`src/rtl/traffic_pkg.sv`:
```
// Shared definitions for the intersection light controller and its emergency
// request arbiter: direction codes, arbiter states and the counter width.
package traffic_pkg;

    localparam int CNT_W = 24;

    typedef enum logic [1:0] {
        DIR_N = 2'b00,
        DIR_E = 2'b01,
        DIR_S = 2'b10,
        DIR_W = 2'b11
    } dir_e;

    typedef enum logic {
        ST_IDLE  = 1'b0,
        ST_GRANT = 1'b1
    } arb_state_e;

    // Round-robin pick: first set bit at ptr+1, ptr+2, ptr+3, ptr+4 (mod 4).
    function automatic dir_e rr_pick(input logic [3:0] req, input dir_e ptr);
        logic [1:0] base;
        logic [1:0] idx;
        dir_e       pick;
        base = ptr;
        pick = ptr;
        for (int i = 4; i >= 1; i--) begin
            idx = base + 2'(i);
            if (req[idx]) begin
                pick = dir_e'(idx);
            end
        end
        return pick;
    endfunction

endpackage

```
`src/rtl/debounce_filter.sv`:
```
// One detector line: two-flop synchronizer followed by a consecutive-mismatch
// counter that flips the filtered value only after a sustained change.
module debounce_filter
    import traffic_pkg::*;
#(
    parameter int unsigned DEBOUNCE_CYCLES = 16
) (
    input  logic clk,
    input  logic reset,
    input  logic raw_i,
    output logic filtered_o
);

    logic             sync1_q;
    logic             sync2_q;
    logic             filt_q;
    logic             filt_d;
    logic [CNT_W-1:0] cnt_q;
    logic [CNT_W-1:0] cnt_d;

    always_ff @(posedge clk or posedge reset) begin
        if (reset) begin
            sync1_q <= 1'b0;
            sync2_q <= 1'b0;
            filt_q  <= 1'b0;
            cnt_q   <= '0;
        end else begin
            sync1_q <= raw_i;
            sync2_q <= sync1_q;
            filt_q  <= filt_d;
            cnt_q   <= cnt_d;
        end
    end

    // Any cycle of agreement restarts the count, so only unbroken runs flip.
    always_comb begin
        filt_d = filt_q;
        cnt_d  = '0;
        if (sync2_q != filt_q) begin
            if (cnt_q == CNT_W'(DEBOUNCE_CYCLES - 1)) begin
                filt_d = ~filt_q;
            end else begin
                cnt_d = cnt_q + 1'b1;
            end
        end
    end

    assign filtered_o = filt_q;

endmodule

```
`src/rtl/emergency_request_arbiter.sv`:
```
// Debounces four emergency detector lines and grants one approach at a time,
// round-robin, holding each grant for a guaranteed minimum number of cycles.
module emergency_request_arbiter
    import traffic_pkg::*;
#(
    parameter int unsigned DEBOUNCE_CYCLES = 16,
    parameter int unsigned MIN_HOLD_CYCLES = 64
) (
    input  logic       clk,
    input  logic       reset,
    input  logic [3:0] req_raw,
    output logic       emergency,
    output logic [1:0] emg_dir,
    output logic [3:0] req_filtered
);

    logic [3:0]       filt_w;
    logic [3:0]       req_filtered_q;
    arb_state_e       state_q;
    arb_state_e       state_d;
    dir_e             emg_dir_q;
    dir_e             emg_dir_d;
    dir_e             last_grant_q;
    dir_e             last_grant_d;
    logic [CNT_W-1:0] hold_cnt_q;
    logic [CNT_W-1:0] hold_cnt_d;
    dir_e             pick;
    logic             any_req;
    logic             hold_done;

    generate
        for (genvar gi = 0; gi < 4; gi++) begin : g_filt
            debounce_filter #(
                .DEBOUNCE_CYCLES(DEBOUNCE_CYCLES)
            ) u_filt (
                .clk       (clk),
                .reset     (reset),
                .raw_i     (req_raw[gi]),
                .filtered_o(filt_w[gi])
            );
        end
    endgenerate

    always_ff @(posedge clk or posedge reset) begin
        if (reset) begin
            req_filtered_q <= '0;
            state_q        <= ST_IDLE;
            emg_dir_q      <= DIR_N;
            last_grant_q   <= DIR_W;
            hold_cnt_q     <= '0;
        end else begin
            req_filtered_q <= filt_w;
            state_q        <= state_d;
            emg_dir_q      <= emg_dir_d;
            last_grant_q   <= last_grant_d;
            hold_cnt_q     <= hold_cnt_d;
        end
    end

    assign pick      = rr_pick(req_filtered_q, last_grant_q);
    assign any_req   = |req_filtered_q;
    assign hold_done = (hold_cnt_q >= CNT_W'(MIN_HOLD_CYCLES));

    always_comb begin
        state_d      = state_q;
        emg_dir_d    = emg_dir_q;
        last_grant_d = last_grant_q;
        hold_cnt_d   = hold_cnt_q;
        case (state_q)
            ST_IDLE: begin
                if (any_req) begin
                    state_d      = ST_GRANT;
                    emg_dir_d    = pick;
                    last_grant_d = pick;
                    hold_cnt_d   = '0;
                end
            end
            ST_GRANT: begin
                if (hold_done && !req_filtered_q[emg_dir_q]) begin
                    // Hand over directly to the next requester without a gap.
                    if (any_req) begin
                        emg_dir_d    = pick;
                        last_grant_d = pick;
                        hold_cnt_d   = '0;
                    end else begin
                        state_d = ST_IDLE;
                    end
                end else if (!hold_done) begin
                    hold_cnt_d = hold_cnt_q + 1'b1;
                end
            end
            default: state_d = ST_IDLE;
        endcase
    end

    always_comb begin
        emergency    = (state_q == ST_GRANT);
        emg_dir      = emg_dir_q;
        req_filtered = req_filtered_q;
    end

endmodule

```
`config.mk`:
```
export PLATFORM = sky130hd
export DESIGN_NAME = emergency_request_arbiter
export DESIGN_NICKNAME = d
export VERILOG_FILES = /design/src/rtl/traffic_pkg.sv /design/src/rtl/debounce_filter.sv /design/src/rtl/emergency_request_arbiter.sv
export SDC_FILE = /design/constraint.sdc
export NUM_CORES = 1
export LEC_CHECK = 0
export CORE_ASPECT_RATIO = 1.2
export CORE_MARGIN = 2
export CORE_UTILIZATION = 30
export CTS_BUF_LIST = sky130_fd_sc_hd__clkbuf_2 sky130_fd_sc_hd__clkbuf_4 sky130_fd_sc_hd__clkbuf_8
export DETAILED_ROUTE_END_ITERATION = 10
export HOLD_SLACK_MARGIN = 0.12
export PLACE_DENSITY = 0.45
export REMOVE_ABC_BUFFERS = 1
export SYNTH_ARGS = -nofsm -noshare
export SYNTH_HDL_FRONTEND = slang
export SYNTH_SLANG_ARGS = --single-unit
```
`constraint.sdc`:
```
create_clock -name clk -period 6.1 [get_ports clk]
set_clock_uncertainty 0.15 [all_clocks]
set_input_delay 0.61 -clock clk [delete_from_list [all_inputs] [get_ports clk]]
set_output_delay 0.61 -clock clk [all_outputs]
set_load 0.005 [all_outputs]
```
==> results.ini <==
[status]
status = completed

[clock_network]
clk_pin_slew_ns = 0.08
clock-root-buffer = clkbuf_8
cts_tree = done
cts_max_level = 4
postCtsSetupBuffers = 0
cts.sink_count = 141
hold_buffers = 0
cts_buffers = 17
worstSkewPairLatency_ns = 0.44
post_cts_resized = 0
cts_buffer_depth = 2

[timing]
timing.fmax_mhz = 398
setup_viol = 0
fin_crit_sh_pct = 41.2
fin_setup_tns_ns = 0
hold_viol = 0
layout_min_cycle_time_ns = 2.51
rsz0062_at_grt = false
relSlewSlack_pct = 19.7
slew_viol_final = 0
worst_hold_slack_ns = 0.205
worstMarginPinSlew_ns = 1.20

[logic_synthesis]
synth-main-ff-cell = dfrtp_1
syn_area_um2 = 6520
synth_xor_xnor_area_share_pct = 11.8
yosys.area_share.adder_pct = 1.15
synth.top_cells.by_area = dfrtp_1 53%, xor2_1 7.0%, nor2_1 6.6%
synthTopCellsByCount = 139 x dfrtp_1, 115 x nor2_1, 52 x xor2_1
yosysTopAreaCell = dfrtp_1
synth_seq_cells = 141
synth_top_family_by_area = simple AND/OR/NAND/NOR gates
synth_edf_count = 0
avgSynthCellArea_um2 = 10.5
syn_inst = 622
yosys_warnings = 0
yosys.area_share.simple_pct = 26.1
synth_top_area_share_pct = 53.3
synthArstFlopShare_pct = 100
synth_compound_gate_area_share_pct = 2.78
synth_seq_area_share_pct = 54.1
yosysMostFrequentCell = dfrtp_1
synth_cell_types = 54
synth.mux.area_fraction_pct = 1.71

[pwr]
p_seq_share_pct = 53.1
clkPwrFrac_pct = 42.8
pwr-share-comb_pct = 4.1
p_sw_share_pct = 22.6
p_leak_nw = 3.27
p_int_mw = 1.41
peakVddDrop_v = 0.0000949
p_sw_uw = 411
total_power_mw = 1.82
p_per_area_nw_per_um2 = 248

[worst_setup_path]
path_max_fanout = 22
rr_startpoint = g_filt[0].u_filt.cnt_q[0]
required_ns = 6.22
r2r-end = g_filt[0].u_filt.cnt_q[19]
reg2reg_slack_ns = 3.59
worstSetupEndpointType = flip-flop
worstSetupPathType = flip-flop to flip-flop
max_stage_delay_ns = 0.93
cp_common_cell = nor2_1
arrival_ns = 2.63
r2r_cells = 6
crit_chain = ha_1 > and3_1 > nand4_1 > nor2_1 > or2_0 > nor2_1
start_kind = flip-flop
setup.worst_path.end = g_filt[0].u_filt.cnt_q[19]
crit_slowest_cell = or2_0
crit_path_start = g_filt[0].u_filt.cnt_q[0]

[cells_and_area]
n_antenna_cell = 0
n_fill_cell = 2118
seqCellArea_um2 = 3530
syn_to_final_growth_pct = 12.6
nets = 650
fin_util_pct = 34.2
drive_above_1_share_pct = 9.37
multi_input_area_um2 = 2840

[routing]
vias_per_cell = 4.70
ant_nets = 0
drt-total-wl_mm = 12.1
drc = 0
drt_iter0_markers = 206
vias = 4343
drt-wirelength-per-cell_um = 13.1
drt-pass1-iter-count = 4

[worst_hold_path]
holdCritStartpoint = g_filt[2].u_filt.sync1_q
holdCritPathClass = flip-flop to flip-flop

[floorplanning]
dieArea_um2 = 22900
die_h_um = 166
core_area_um2 = 21500
initial_core_util_pct = 30.4
boundaryPins = 13
die_x_um = 139
fp-row-count = 59

[global_routing]
grt_overflow = 0
grt_start_max_net_pins = 92
grt_use_total_pct = 11.3
first_global_vias = 4283
grt_pass1_wl_mm = 20.7
grt_antenna_before_repair = 0

[place]
place_congestion = 0.726
port_buffers = 12
post-dp-hpwl_mm = 7.97

[job]
cap_violations = 0

[state kept, by name, summed over array words and instances, names as in the netlist]
name                      flops
g_filt.u_filt.cnt_q          96
req_filtered                  4
hold_cnt_q                   24
g_filt.u_filt.sync2_q         4
g_filt.u_filt.sync1_q         4
emergency                     1
emg_dir                       2
last_grant_q                  2
g_filt.u_filt.filtered_o      4
[area by class of cell]
cell class	instances	area share, %
Multi-Input combinational cell	446	38.7
Clock buffer	21	3.77
Sequential cell	141	48.1
Timing Repair Buffer	15	1.94
Clock inverter	11	1.91
Tap cell	274	4.67
Inverter	17	0.937
[critical path, delay by kind of cell, from the launching register on]
kind	cells	cell delay, ns
flip-flops	1	0.38
adder cells (fa/ha/maj)	1	0.21
AND/OR/NAND/NOR	5	1.59
[through the flow]
step	setup slack [ns]	instances	area, um2
final	3.59	925	7340
after global routing	3.30	925	7340
after CTS	3.53	925	7340
after detailed placement	3.47	893	6930
after global placement	3.52	893	6930
after floorplan	1.56	604	6430
[cells by family (layout without fill, tap and decap cells)]
kind of cell               count (synthesis)  after routing
DFF                                      141            141
and+or+nand+nor                          316            316
xor gates and xnor gates                  88             88
adders and majority gates                  6              6
AOI/OAI and AO/OA                         26             26
muxes                                     10             10
buffers and inverters                     35             64
[how the worst min path moves through the flow]
stage                                     to  slack [ns]  cells past startpoint
detailed placement  g_filt[2].u_filt.sync2_q        0.19                      0
CTS                 g_filt[2].u_filt.sync2_q        0.21                      0
finish              g_filt[2].u_filt.sync2_q        0.21                      0
floorplan           g_filt[0].u_filt.sync2_q        0.18                      0
global placement    g_filt[0].u_filt.sync2_q        0.19                      0
global route        g_filt[1].u_filt.sync2_q        0.23                      0
[power groups by stage]
stage	sequential [mW]	combinational (mW)	clock [mW]
6_report	0.969	0.0741	0.780
5_1_grt	0.972	0.0863	0.856
4_1_cts	0.969	0.0779	0.818
3_5_place_dp	0.987	0.0776	0
3_3_place_gp	0.986	0.0748	0
2_1_floorplan	0.983	0.0522	0
[metal layers]
metal	global-route usage, %	share of wire (%)	up-vias
li1	-	-	2151
met1	14.4	49	2137
met2	18.0	47	40
met3	3.23	2.7	15
met4	4.73	1.4	0
met5	0	0	-
[cell usage in the layout, fill, tap and decap left out, types with 4 or more instances in the layout]
cell,netlist,layout
a21oi_1,6,6
and2_1,11,11
and3_1,13,13
and4_1,9,9
clkbuf_8,0,19
clkdlybuf4s50_1,0,12
clkinv_2,0,5
dfrtp_1,139,139
ha_1,6,6
inv_1,17,16
mux2_2,5,5
mux2i_1,4,4
nand2_1,36,36
nand3_1,41,41
nand4_1,22,22
nor2_1,115,115
nor2b_1,9,9
nor3_1,8,8
nor4_1,24,24
o21ai_0,4,4
or3_1,5,5
xnor2_1,36,36
xor2_1,52,52
(Power assumes the default switching activity.)
